--- src/rtl/mdu_seq_if.sv ---
// Request/result bundle for the sequential multiply/divide unit.
// Master issues operations and HI/LO writes; slave returns status and results.
interface mdu_seq_if #(
    parameter int WIDTH = 32
);
    logic             start;
    logic [1:0]       op;
    logic [WIDTH-1:0] data1;
    logic [WIDTH-1:0] data2;
    logic             wr_hi;
    logic             wr_lo;
    logic [WIDTH-1:0] wr_data;
    logic             busy;
    logic             done;
    logic             div_zero;
    logic [WIDTH-1:0] hi;
    logic [WIDTH-1:0] lo;

    modport master (
        output start, op, data1, data2, wr_hi, wr_lo, wr_data,
        input  busy, done, div_zero, hi, lo
    );

    modport slave (
        input  start, op, data1, data2, wr_hi, wr_lo, wr_data,
        output busy, done, div_zero, hi, lo
    );
endinterface

--- src/rtl/mdu_seq.sv ---
// Sequential MULT/MULTU/DIV/DIVU unit with HI/LO result registers.
// Latency: WIDTH+1 cycles from accepted start to done (2 cycles for divide by zero).
// Backpressure: start is ignored while busy; HI/LO writes are dropped while busy or fixing up.
module mdu_seq #(
    parameter int WIDTH = 32,
    parameter int CNT_W = 6
) (
    input  logic     clk,
    input  logic     rst_n,
    mdu_seq_if.slave bus
);
    typedef enum logic [2:0] {S_IDLE, S_MUL, S_DIV, S_FIX, S_DONE} state_t;

    state_t state, state_nxt;

    logic [WIDTH-1:0] acc, mq, opnd;
    logic [WIDTH-1:0] hi_q, lo_q;
    logic [CNT_W-1:0] cnt;
    logic             is_div, neg_res, neg_rem, dz, div_zero_q;

    logic accept, iter, last, wr_ok, busy_c, done_c;

    // ---------------- state register ----------------
    always_ff @(posedge clk or negedge rst_n) begin
        if (!rst_n) state <= S_IDLE;
        else        state <= state_nxt;
    end

    // ---------------- next-state logic ----------------
    always_comb begin
        state_nxt = state;
        case (state)
            S_IDLE, S_DONE: begin
                if (accept) state_nxt = bus.op[1] ? S_DIV : S_MUL;
                else        state_nxt = S_IDLE;
            end
            S_MUL:   if (last) state_nxt = S_FIX;
            S_DIV:   if (dz || last) state_nxt = S_FIX;
            S_FIX:   state_nxt = S_DONE;
            default: state_nxt = S_IDLE;
        endcase
    end

    // ---------------- output / control decode ----------------
    always_comb begin
        busy_c = 1'b0;
        done_c = 1'b0;
        wr_ok  = 1'b0;
        iter   = 1'b0;
        case (state)
            S_IDLE:       wr_ok  = 1'b1;
            S_MUL, S_DIV: begin busy_c = 1'b1; iter = 1'b1; end
            S_FIX:        busy_c = 1'b1;
            S_DONE:       begin done_c = 1'b1; wr_ok = 1'b1; end
            default:      ;
        endcase
        accept = wr_ok && bus.start;
        last   = (cnt == CNT_W'(WIDTH - 1));
    end

    assign bus.busy     = busy_c;
    assign bus.done     = done_c;
    assign bus.div_zero = div_zero_q;
    assign bus.hi       = hi_q;
    assign bus.lo       = lo_q;

    // ---------------- operand conditioning ----------------
    logic             d1_neg, d2_neg, dz_in;
    logic [WIDTH-1:0] a_mag, b_mag;

    always_comb begin
        d1_neg = ~bus.op[0] & bus.data1[WIDTH-1];
        d2_neg = ~bus.op[0] & bus.data2[WIDTH-1];
        a_mag  = d1_neg ? -bus.data1 : bus.data1;
        b_mag  = d2_neg ? -bus.data2 : bus.data2;
        dz_in  = bus.op[1] && (bus.data2 == '0);
    end

    // ---------------- iteration datapath ----------------
    logic [WIDTH:0] msum, dtrial, ddiff;
    logic           q_bit;

    always_comb begin
        msum   = {1'b0, acc} + (mq[0] ? {1'b0, opnd} : '0);
        dtrial = {acc, mq[WIDTH-1]};
        ddiff  = dtrial - {1'b0, opnd};
        q_bit  = ~ddiff[WIDTH];
    end

    // mq holds the multiplier (then product low half) or the dividend (then quotient);
    // on divide by zero it keeps the raw dividend so FIX can return it untouched.
    always_ff @(posedge clk or negedge rst_n) begin
        if (!rst_n) begin
            acc     <= '0;
            mq      <= '0;
            opnd    <= '0;
            cnt     <= '0;
            is_div  <= 1'b0;
            neg_res <= 1'b0;
            neg_rem <= 1'b0;
            dz      <= 1'b0;
        end else if (accept) begin
            acc     <= '0;
            mq      <= dz_in ? bus.data1 : a_mag;
            opnd    <= b_mag;
            cnt     <= '0;
            is_div  <= bus.op[1];
            neg_res <= d1_neg ^ d2_neg;
            neg_rem <= d1_neg;
            dz      <= dz_in;
        end else if (iter) begin
            cnt <= cnt + CNT_W'(1);
            if (state == S_MUL) begin
                acc <= msum[WIDTH:1];
                mq  <= {msum[0], mq[WIDTH-1:1]};
            end else if (!dz) begin
                acc <= q_bit ? ddiff[WIDTH-1:0] : dtrial[WIDTH-1:0];
                mq  <= {mq[WIDTH-2:0], q_bit};
            end
        end
    end

    // ---------------- sign fix-up and result registers ----------------
    logic [2*WIDTH-1:0] prod_s;
    logic [WIDTH-1:0]   fix_hi, fix_lo;

    always_comb begin
        prod_s = neg_res ? -{acc, mq} : {acc, mq};
        if (!is_div) begin
            fix_hi = prod_s[2*WIDTH-1:WIDTH];
            fix_lo = prod_s[WIDTH-1:0];
        end else if (dz) begin
            fix_hi = mq;
            fix_lo = '1;
        end else begin
            fix_hi = neg_rem ? -acc : acc;
            fix_lo = neg_res ? -mq : mq;
        end
    end

    always_ff @(posedge clk or negedge rst_n) begin
        if (!rst_n) begin
            hi_q       <= '0;
            lo_q       <= '0;
            div_zero_q <= 1'b0;
        end else if (state == S_FIX) begin
            hi_q       <= fix_hi;
            lo_q       <= fix_lo;
            div_zero_q <= dz;
        end else if (wr_ok) begin
            if (bus.wr_hi) hi_q <= bus.wr_data;
            if (bus.wr_lo) lo_q <= bus.wr_data;
        end
    end
endmodule

--- src/flat_wrapper.sv ---
// flat-port wrapper written by rule: the top's interface ports become plain ports
module mdu_seq_flat 
#(
    parameter int WIDTH = 32,
    parameter int CNT_W = 6
)
  (clk, rst_n, bus_start, bus_op, bus_data1, bus_data2, bus_wr_hi, bus_wr_lo, bus_wr_data, bus_busy, bus_done, bus_div_zero, bus_hi, bus_lo);
  mdu_seq_if #(.WIDTH(WIDTH)) bus_i ();
  input  logic clk;
  input  logic rst_n;
  input wire logic [$bits(bus_i.start)-1:0] bus_start;
  input wire logic [$bits(bus_i.op)-1:0] bus_op;
  input wire logic [$bits(bus_i.data1)-1:0] bus_data1;
  input wire logic [$bits(bus_i.data2)-1:0] bus_data2;
  input wire logic [$bits(bus_i.wr_hi)-1:0] bus_wr_hi;
  input wire logic [$bits(bus_i.wr_lo)-1:0] bus_wr_lo;
  input wire logic [$bits(bus_i.wr_data)-1:0] bus_wr_data;
  output wire logic [$bits(bus_i.busy)-1:0] bus_busy;
  output wire logic [$bits(bus_i.done)-1:0] bus_done;
  output wire logic [$bits(bus_i.div_zero)-1:0] bus_div_zero;
  output wire logic [$bits(bus_i.hi)-1:0] bus_hi;
  output wire logic [$bits(bus_i.lo)-1:0] bus_lo;
  assign bus_i.start = bus_start;
  assign bus_i.op = bus_op;
  assign bus_i.data1 = bus_data1;
  assign bus_i.data2 = bus_data2;
  assign bus_i.wr_hi = bus_wr_hi;
  assign bus_i.wr_lo = bus_wr_lo;
  assign bus_i.wr_data = bus_wr_data;
  assign bus_busy = bus_i.busy;
  assign bus_done = bus_i.done;
  assign bus_div_zero = bus_i.div_zero;
  assign bus_hi = bus_i.hi;
  assign bus_lo = bus_i.lo;
  mdu_seq #(.WIDTH(WIDTH), .CNT_W(CNT_W)) u_core (.clk(clk), .rst_n(rst_n), .bus(bus_i));
endmodule
--- config.mk ---
export PLATFORM = sky130hd
export DESIGN_NAME = mdu_seq_flat
export DESIGN_NICKNAME = d
export VERILOG_FILES = /design/src/rtl/mdu_seq_if.sv /design/src/rtl/mdu_seq.sv /design/src/flat_wrapper.sv
export SDC_FILE = /design/constraint.sdc
export NUM_CORES = 1
export LEC_CHECK = 0
export BUFFER_PORTS_ARGS = -buffer_cell sky130_fd_sc_hd__buf_2
export CAP_MARGIN = 30
export CELL_PAD_IN_SITES_DETAIL_PLACEMENT = 1
export CELL_PAD_IN_SITES_GLOBAL_PLACEMENT = 1
export CORE_ASPECT_RATIO = 1.5
export CORE_UTILIZATION = 45
export CTS_CLUSTER_DIAMETER = 100
export DETAILED_ROUTE_END_ITERATION = 6
export MAX_ROUTING_LAYER = met4
export PLACE_DENSITY = 0.91
export SYNTH_ARGS = -nofsm -noshare
export SYNTH_HDL_FRONTEND = slang
export SYNTH_SLANG_ARGS = --single-unit
--- constraint.sdc ---
create_clock -name clk -period 4.2 [get_ports clk]
set_input_delay 0.42 -clock clk [delete_from_list [all_inputs] [get_ports clk]]
set_output_delay 0.42 -clock clk [all_outputs]
set_load 0.02 [all_outputs]
======== Word-level counts from Yosys, hierarchy flattened ========
Cells that the tools add are included.
operators by class
  reductions and logical operators ........ 16
  divide/modulo/power cells ............... 0
  $add $sub $neg .......................... 8
  shifts and indexed selects .............. 0
  multipliers ............................. 0
  order comparisons ....................... 0
  bitwise gates (word level) .............. 5
  muxes and demuxes ....................... 37
  equal/unequal tests ..................... 8
operator list
  kind                                            number
  two-way mux 32 bit                              25
  negation 32 bit                                 4
  two-way mux 64 bit                              1
  negation 64 bit                                 1
  adder 32 x 33 -> 33 bit                         1
  subtractor 33 x 32 -> 33 bit                    1
  logical NOT 32 bit                              1
  two-way mux 6 bit                               2
  one-hot mux 3 bit (4 select lines)              1
  two-way mux 3 bit                               3
  AND reduction 2 bit                             4
  nonzero test 2 bit                              4
  adder 6 x 1 -> 6 bit (second input constant)    1
  == test 3 x 2 -> 1 bit (second input constant)  2
  == test 6 x 5 -> 1 bit (second input constant)  1
  two-way mux 1 bit                               4
  != test 2 x 1 -> 1 bit (second input constant)  2
  OR reduction 2 bit                              2
  == test 3 x 1 -> 1 bit (second input constant)  1
  == test 3 bit (second input constant)           1
  logical NOT 3 bit                               1
  != test 3 bit (second input constant)           1
  OR reduction 3 bit                              1
  bitwise AND 1 bit                               2
  other kinds (5)                                 7
storage, ports and cells
  logic and storage cells ................. 86
  latch bits .............................. 0
  RAM bits ................................ 0
  memories ................................ 0
  flip-flop bits (word level) ............. 174
  bits of input ports ..................... 103
  ROM bits ................................ 0

======== Longest topological paths before layout ========
Gate-level depths: netlist of the first run.
  depth after elaboration ................. 6
  gate-level depth with buffers ........... 15
  gate-level depth less buffers ........... 14

======== Least setup slack after synthesis of the first run ========
No wires, ideal clock.
  path kind ............................... reg2reg
  start point ............................. reg u_core.mq[0]
  end point ............................... reg u_core.acc[29]
  setup slack ............................. 0.678 ns
  cell stages (with the launch flop) ...... 16
  arrival time ............................ 3.380 ns
  clock period less this slack ............ 3.522 ns
  path buffers ............................ 2
  data required time ...................... 4.058 ns
  path through ............................ dfrtp_1 inv_1 clkbuf_1 nor2_1 ha_1 clkbuf_1 a21o_1 or3_1 o21ai_0 a21boi_1 a221oi_1 o21a_1 o21bai_1 a21oi_1 xor2_1 o221ai_1
on the way
  word-level cells in the longest chain between the ends .. 5
RTL lines
  element                  line            RTL
  start, declared          mdu_seq.sv:16   logic [WIDTH-1:0] acc, mq, opnd;
  start signal, assigned   mdu_seq.sv:104  mq <= dz_in ? bus.data1 : a_mag;
  start signal, assigned   mdu_seq.sv:115  mq <= {msum[0], mq[WIDTH-1:1]};
  start signal, assigned   mdu_seq.sv:118  mq <= {mq[WIDTH-2:0], q_bit};
  two-way mux 32 bit       mdu_seq.sv:84   msum = {1'b0, acc} + (mq[0] ? {1'b0, opnd} : '0);
  adder 32 x 33 -> 33 bit  mdu_seq.sv:84
  two-way mux 32 bit       mdu_seq.sv:113  if (state == S_MUL) begin
  two-way mux 32 bit       mdu_seq.sv:111  end else if (iter) begin
  two-way mux 32 bit       mdu_seq.sv:102  end else if (accept) begin
  end signal, assigned     mdu_seq.sv:114  acc <= msum[WIDTH:1];
  end signal, assigned     mdu_seq.sv:117  acc <= q_bit ? ddiff[WIDTH-1:0] : dtrial[WIDTH-1:0];
  end, declared            mdu_seq.sv:16
Every way passes these cells. The select of a mux whose other input is x is not followed.
A chain may end at the register's enable or synchronous reset.

======== Worst setup path in the final report of the first run ========
  start point ............................. reg u_core.mq[31]
  end point ............................... reg u_core.acc[29]
on the way
  word-level cells in the longest chain between the ends .. 6
RTL lines
  element                       line            RTL
  subtractor 33 x 32 -> 33 bit  mdu_seq.sv:86   ddiff = dtrial - {1'b0, opnd};
  two-way mux 32 bit            mdu_seq.sv:117
  two-way mux 32 bit            mdu_seq.sv:116  end else if (!dz) begin
  two-way mux 32 bit            mdu_seq.sv:113
  two-way mux 32 bit            mdu_seq.sv:111
  two-way mux 32 bit            mdu_seq.sv:102
Every way passes these cells. The select of a mux whose other input is x is not followed.

==> impl_results.md, run 1 <==
- Synth top area cells: dfrtp_1, nand2_1, o21ai_0, ha_1, a21oi_1
- Post-Syn Instances: 2045
- Reported max-cap violation count: 0
- Critical path origin: u_core.mq[31]
- Clock insertion delay at the later pin of the skew report: 470 ps
- Width of the die: 153.3 um
- Worst reg2reg setup slack: 160 ps
- Number of buffers added by the clock tree synthesis step: 17
- Static leakage: 7.713 nW
- Worst Path Required: approximately 4500 ps
- Number of nets in the layout: 2356
- Register area: 0.004355 mm2
- Total power: 17.34 mW
- Cell variety after synth: 83
- Area taken by multi-input logic gates: 0.01033 mm2
- Number of placed instances with taps included: 2580
- Detailed-route via count: 17340
- Type of the setup path with the least slack: reg2reg
- Post-route clock period utilization: 0.9618
- Die Footprint: about 0.035 mm2
- Number of DRC violations after detailed-routing iteration 0: approximately 1300
- Die Span Y: 229.0 um
- Reg-to-reg startpoint: u_core.mq[31]
- Non-filler cells, final: 2617
- Top-Level Pins: 170
- Most frequent cell after synthesis: nand2_1
- Antenna violations before repair: 3
- Yosys warning count: 0
- Routed wire length: 65.71 mm
- Class of the most critical hold timing path: in2reg
- Leading register cell type out of synthesis: dfrtp_1
- Worst Setup EP: u_core.acc[29]
- Number of pins with negative max-slew slack in the final report: 0
- Endpoint of the most critical register-to-register path: u_core.acc[29]
- Hold Vio Cnt, Final: 0
- Share of cells above drive strength 1: 0.1467
- Core Box Area: 0.03365 mm2
- Buffers inserted by post-CTS timing repair: 0
- H-tree level count: 4
- Biggest area consumer among synthesized cells: dfrtp_1
- Fraction of post-synthesis cell area in the top cell type by area: 0.2817
- TritonCTS clock tree: done
- Total congestion overflow after global routing: 0
- Commonest cells post-synth: nand2_1, o21ai_0, dfrtp_1
- Max-slew headroom at the worst pin: 0.3442
- Result of the run: finished clean
- Post-DR vias/cell: between 6 and 7
- Maximum number of pins on one net before global-route repair: 107
- Critical Path Start Type: flop
- Sequential area share after synthesis: 0.2817
- Post-synthesis sequential element count: 174
- First-pass DRT Iterations: 7
- Post-synth EDFFs: 0
- Synthesized area: 0.01545 mm2
- Share of synthesized flip-flops with an asynchronous set or reset: 1.000
- Site row count: 82
- Max Clk Rate: 0.2476 GHz
- Root Buffer: clkbuf_16
- Maximum number of buffers from clock root to sink: 2
- Setup TNS: 0 ps
- Post-Synthesis Net Count: 2219
- Maximum resistive drop on vdd: a little under 0.0004 V
- Arr. time, crit path: 4370 ps
- Clock-pin slew reported for the worst setup and hold paths after clock tree synthesis: 70 ps
- Count of nets left with antenna violations after detail routing: 0
- Final core occ: 0.5247
- Min cycle time layout: 4039 ps
- Total of endpoints with negative setup slack in the final report: 0
- Initial Util: 0.4593
- Hold path startpoint: bus_wr_data[8]
- Critical path fanouts, max: 13
- Setup Skew: 14.25 ps
- Global-route wire length before repair: 102.5 mm
- Cell depth of the worst flop-to-flop path: 14
- GPL Wtd Cong: 0.9945
- Via count of the first global-routing pass: 18220
- Worst Hold Path Cells: 3
- Power per cell area: 982.0 mW/mm2
- DRC violation count after routing: 0
- Worst-case hold slack: 219.1 ps
- Wire length per cell: roughly 25 um
- Number of buffers added on ports: 169
- HPWL reported at the end of detailed placement: 47.94 mm
- Least-Margin Pin Slew: about 1000 ps
- Tot GR Track Use: 0.3889
- Sink count of the clock tree: between 150 and 200
- Category of the worst setup path capture point: flop
- Area Growth Syn to Fin: 14.24%
- Fill cells: between 4000 and 5000
- Post-Synthesis Mean Instance Area: ~7.6 um2
## kinds of logic after synthesis
kind of cell | Yosys count | synth area share
AOI/OAI and AO/OA | 661 | 0.2684
xor gates and xnor gates | 158 | 0.08954
adders and majority gates | 71 | 0.05845
buffers and inverters | 202 | 0.05173
DFF | 174 | 0.2817
muxes | 49 | 0.03182
and+or+nand+nor | 730 | 0.2183
## layout make-up
cell class | count | share of cell area
Tap cell | 420 | 0.02976
Clock buffer | 19 | 0.02509
Antenna cell | 2 | 0.0002835
Inverter | 62 | 0.01318
Clock inverter | 13 | 0.01120
Timing Repair Buffer | 258 | 0.08844
Multi-Input combinational cell | 1669 | 0.5854
Sequential cell | 174 | 0.2467
## routing by layer
metal,part of all wire,GRT usage,vias up
li1,-,-,7641
met1,0.36,0.3925,8546
met2,0.50,0.6563,830
met3,0.059,0.07493,323
met4,0.086,0.3119,0
met5,0,-,-
## worst max-delay path, cell delays in order (launching register included)
cell and delay [ps]:
dfrtp_1 410, inv_1 130, ha_1 240, fa_1 410, nand2b_1 190, a21oi_1 260, o221ai_1 280, o311a_1 370
a21oi_1 220, nor3_1 160, o21a_1 340, nor2_2 230, buf_6 230, mux2i_1 260, o221ai_1 150
## power by group
part	total, mW	leakage (nW)	internal [mW]	switching, mW
Sequential	3.54	2.13	2.51	1.03
Combinational	12.0	5.27	4.32	7.66
Clock	1.82	0.310	1.03	0.793
## through the flow
step / instance area, um2 / worst slack (ps)
after floorplan: 15450 / 678.0
after global placement: 16970 / 188.0
after detailed placement: 16970 / 116.1
after CTS: 17620 / 16.27
after global routing: 17660 / -4.773
final: 17660 / 160.5
## how the worst min path moves through the flow
stage                                   to  slack, ps
after CTS                 u_core.bus.hi[8]        200
after global routing      u_core.bus.hi[5]        230
after global placement     u_core.opnd[19]        460
after floorplan              u_core.acc[0]        120
final                     u_core.bus.hi[8]        220
after detailed placement   u_core.opnd[23]        470
## cell usage in the layout, fill, tap and decap left out, types with 17 or more instances in the layout
master     synthesis  routed
a21o_1            25      25
a21oi_1          156     156
a22oi_1           24      24
a31oi_1           21      21
a32oi_1           22      22
buf_2             10     169
buf_4              5      83
clkbuf_16          0      17
dfrtp_1          174     173
ha_1              69      69
inv_1             61      61
mux2i_1           48      48
nand2_1          326     325
nand2b_1          28      28
nand3_1           63      63
nor2_1           141     138
nor3_1            42      42
o211ai_1          54      54
o21ai_0          200     200
o31ai_1           30      30
or3_1             17      17
xnor2_1           77      77
xor2_1            81      81
## state kept, by name, summed over array words and instances (netlist names)
| signal | cells |
|---|---|
| u_core.acc | 32 |
| u_core.bus.div_zero | 1 |
| u_core.bus.hi | 32 |
| u_core.bus.lo | 32 |
| u_core.cnt | 6 |
| u_core.dz | 1 |
| u_core.is_div | 1 |
| u_core.mq | 32 |
| u_core.neg_rem | 1 |
| u_core.neg_res | 1 |
| u_core.opnd | 32 |
| u_core.state | 3 |
## what timing repair did
item                                   4_1_cts  5_1_grt
gates resized for setup                      0        5
endpoints found under the hold margin        4        0
hold buffers                                 1        0
setup endpoints to repair                    0        4
Power figures use the tool's default switching activity.
==> inputs of run 2 (changes only) <==
--- a/config.mk
+++ b/config.mk
@@ -5,16 +5,16 @@
 export SDC_FILE = /design/constraint.sdc
 export NUM_CORES = 1
 export LEC_CHECK = 0
-export BUFFER_PORTS_ARGS = -buffer_cell sky130_fd_sc_hd__buf_2
 export CAP_MARGIN = 30
 export CELL_PAD_IN_SITES_DETAIL_PLACEMENT = 1
 export CELL_PAD_IN_SITES_GLOBAL_PLACEMENT = 1
 export CORE_ASPECT_RATIO = 1.5
-export CORE_UTILIZATION = 45
+export CORE_UTILIZATION = 52
 export CTS_CLUSTER_DIAMETER = 100
 export DETAILED_ROUTE_END_ITERATION = 6
+export DONT_BUFFER_PORTS = 1
 export MAX_ROUTING_LAYER = met4
-export PLACE_DENSITY = 0.91
+export PLACE_DENSITY = 0.95
 export SYNTH_ARGS = -nofsm -noshare
 export SYNTH_HDL_FRONTEND = slang
 export SYNTH_SLANG_ARGS = --single-unit
==> constraint.sdc (replaced) <==
create_clock -name clk -period 5.2 [get_ports clk]
set_input_delay 0.52 -clock clk [delete_from_list [all_inputs] [get_ports clk]]
set_output_delay 0.52 -clock clk [all_outputs]
set_load 0.02 [all_outputs]
==> run 2 against run 1 <==
  * Cell count is 9.9% lower
  * Via count is 5.0% lower
  * Sequential power hardly changed
  * Count of clock-buffer cells in the layout is 1 higher
  * Critical endpoint is now u_core.acc[30]
  * First-iteration DRC count is 7.6% higher
  * Clock skew is 3.9 ps lower
  * Total power is 23% lower
  * Register-to-register slack better by 530 ps
  * Hold slack worse by 210 ps
==> impl_results.md, run 2 (synthesis gave the netlist of run 1 again) <==
- Number of placed instances with taps included: 2320 (-10%)
- Number of buffers added on ports: 0 (-100%)
- Number of DRC violations after detailed-routing iteration 0: 1352 (+7.6%)
- Worst Path Required: 5530 ps (+1000 ps)
- Most common cell on crit path: a21oi_1
- Result of the run: finished clean
- Static leakage: 6.719 nW (-13%)
- Share of cells above drive strength 1: 0.04580 (-0.1009)
- Cells along the critical path: inv_1, nor2_1, ha_1, a21oi_1, o211ai_1, nor3_1, a21oi_1, a2111oi_0, buf_4, nor2_1, a21oi_1, nor3b_1, a2111oi_0, a211oi_1
- Endpoint of the most critical register-to-register path: u_core.acc[30]
- Fill cells: 3555 (-15%)
- Power per cell area: 817.9 mW/mm2 (-17%)
- H-tree level count: 4 (unchanged)
- Maximum number of buffers from clock root to sink: 2 (unchanged)
- Clock insertion delay at the later pin of the skew report: 470 ps (about the same)
- Die Footprint: 0.03043 mm2 (-13%)
- HPWL reported at the end of detailed placement: 44.19 mm (-7.8%)
- Number of pins with negative max-slew slack in the final report: 0 (unchanged)
- Global-route wire length before repair: 97.59 mm (-4.8%)
- Max-slew headroom at the worst pin: 0.2875 (-0.05662)
- Least-Margin Pin Slew: 1069 ps (+84.92 ps)
- Wire length per cell: 26.65 um (+6.2%)
- Reported max-cap violation count: 0 (unchanged)
- Post-DR vias/cell: 6.987 (+5.5%)
- Uppermost routed layer: met4
- Commonest cells after routing, fill and taps aside: nand2_1, o21ai_0, dfrtp_1
- Post-route clock period utilization: 0.8674 (-0.09436)
- Critical Path Start Type: flop
- Count of nets left with antenna violations after detail routing: 0 (unchanged)
- Initial Util: 0.5329 (+0.07362)
- Reg-to-reg startpoint: u_core.mq[0]
- Slowest cell delay on critical path: 830 ps (+420 ps)
- Number of nets in the layout: 2126 (-9.8%)
- Antenna violations before repair: 3 (unchanged)
- Top-Level Pins: 170 (unchanged)
- DRC violation count after routing: 0 (unchanged)
- First-pass DRT Iterations: 5 (-2)
- Setup Skew: 10.35 ps (-3.903 ps)
- Maximum number of pins on one net before global-route repair: 175 (+64%)
- Clock-pin slew reported for the worst setup and hold paths after clock tree synthesis: 70 ps (about the same)
- Via count of the first global-routing pass: 17430 (-4.3%)
- Critical path's slowest cell: a2111oi_0
- GPL Wtd Cong: 1.035 (+4.1%)
- Detailed-route via count: 16470 (-5.0%)
- Setup TNS: 0 ps (unchanged)
- Width of the die: 142.8 um (-6.9%)
- Met3 Wirelength: 5.362 mm (+38%)
- Root Buffer: clkbuf_16
- TritonCTS clock tree: done
- DR WL met2: 30.14 mm (-7.5%)
- Class of the most critical hold timing path: in2async
- Maximum resistive drop on vdd: 0.0003209 V (-19%)
- Worst Setup EP: u_core.acc[30]
- Hold Vio Cnt, Final: 0 (unchanged)
- Die Span Y: 213.1 um (-6.9%)
- Sink count of the clock tree: 174 (unchanged)
- Core Box Area: 0.02900 mm2 (-14%)
- Cell depth of the worst flop-to-flop path: 14 (unchanged)
- Critical path origin: u_core.mq[0]
- Buffers inserted by post-CTS timing repair: 0 (unchanged)
- Tot GR Track Use: 0.4365 (+0.04759)
- Critical path fanouts, max: 17 (+4)
- Arr. time, crit path: 4840 ps (+470 ps)
- RSZ-0062 raised after global routing: no
- Non-filler cells, final: 2357 (-9.9%)
- Most frequent standard cell in the layout excluding fill and tap cells: nand2_1
- Total congestion overflow after global routing: 0 (unchanged)
- Total of endpoints with negative setup slack in the final report: 0 (unchanged)
- Max Clk Rate: 0.2217 GHz (-10%)
- Worst reg2reg setup slack: 690 ps (+530 ps)
- Area Growth Syn to Fin: 5.368%
- Total power: 13.32 mW (-23%)
- Number of buffers added by the clock tree synthesis step: 17 (unchanged)
- Category of the worst setup path capture point: flop
- Met1 wire length: 21.84 mm (-7.5%)
- Type of the setup path with the least slack: reg2reg
- Site row count: 76 (-7.3%)
- Min cycle time layout: 4511 ps (+471.1 ps)
- Gates resized, CTS repair: 0 (unchanged)
- Routed wire length: 62.83 mm (-4.4%)
## run 2: layout make-up
cell class | instances | area (um2) | area share
Clock buffer | 20 | 456.7 | 0.02804
Tap cell | 390 | 488.0 | 0.02997
Antenna cell | 2 | 5.005 | 0.0003073
Clock inverter | 12 | 183.9 | 0.01129
Timing Repair Buffer | 28 | 236.5 | 0.01452
Inverter | 62 | 232.7 | 0.01429
Sequential cell | 174 | 4354 | 0.2674
Multi-Input combinational cell | 1669 | 10330 | 0.6342
## run 2: report_power, final
part | switching [mW] | total [mW] | leakage, nW | internal, mW
Combinational | 5.33 | 8.33 | 4.28 | 3.01
Clock | 0.609 | 1.44 | 0.307 | 0.833
Sequential | 1.53 | 3.54 | 2.13 | 2.01
Total | 7.46 | 13.3 | 6.72 | 5.86
## run 2: worst min-delay path by stage
stage,end,slack (ps),depth (start not counted),start
floorplan,u_core.acc[0],220,0,rst_n
global placement,u_core.bus.lo[15],230,0,rst_n
detailed placement,u_core.bus.hi[5],230,0,rst_n
CTS,u_core.neg_res,140,1,bus_op[0]
global route,u_core.bus.lo[15],80,1,rst_n
finish,u_core.bus.lo[15],8,1,rst_n
## run 2: per-layer routing
metal	vias up	GRT usage
met1	8044	0.4345
met5	-	-
met4	0	0.3756
met3	375	0.1294
li1	7169	-
met2	881	0.6981
## run 2: worst max-delay path, delay by kind of cell, from the launching register on
family / cells / cell delay, ps
buffers and inverters: 2 / 810
AO/OA/AOI/OAI: 7 / 2190
AND/OR/NAND/NOR: 4 / 500
adder cells (fa/ha/maj): 1 / 390
flip-flops: 1 / 460
## run 2: metrics by stage
step           instance area, um2  hold slack [ps]  worst slack (ps)  utilization
6_report                    16280            7.987             689.4       0.5615
3_3_place_gp                15590            228.1              1103       0.5375
5_1_grt                     16280            76.42             502.5       0.5615
3_5_place_dp                15590            227.6             996.3       0.5375
2_1_floorplan               15450            224.4              1678            -
4_1_cts                     16260            143.5             837.8       0.5606
## run 2: what timing repair did
item                       4_1_cts  5_1_grt
hold endpoints to repair       174        0
hold buffers                     1        0
setup endpoints to repair        0        0
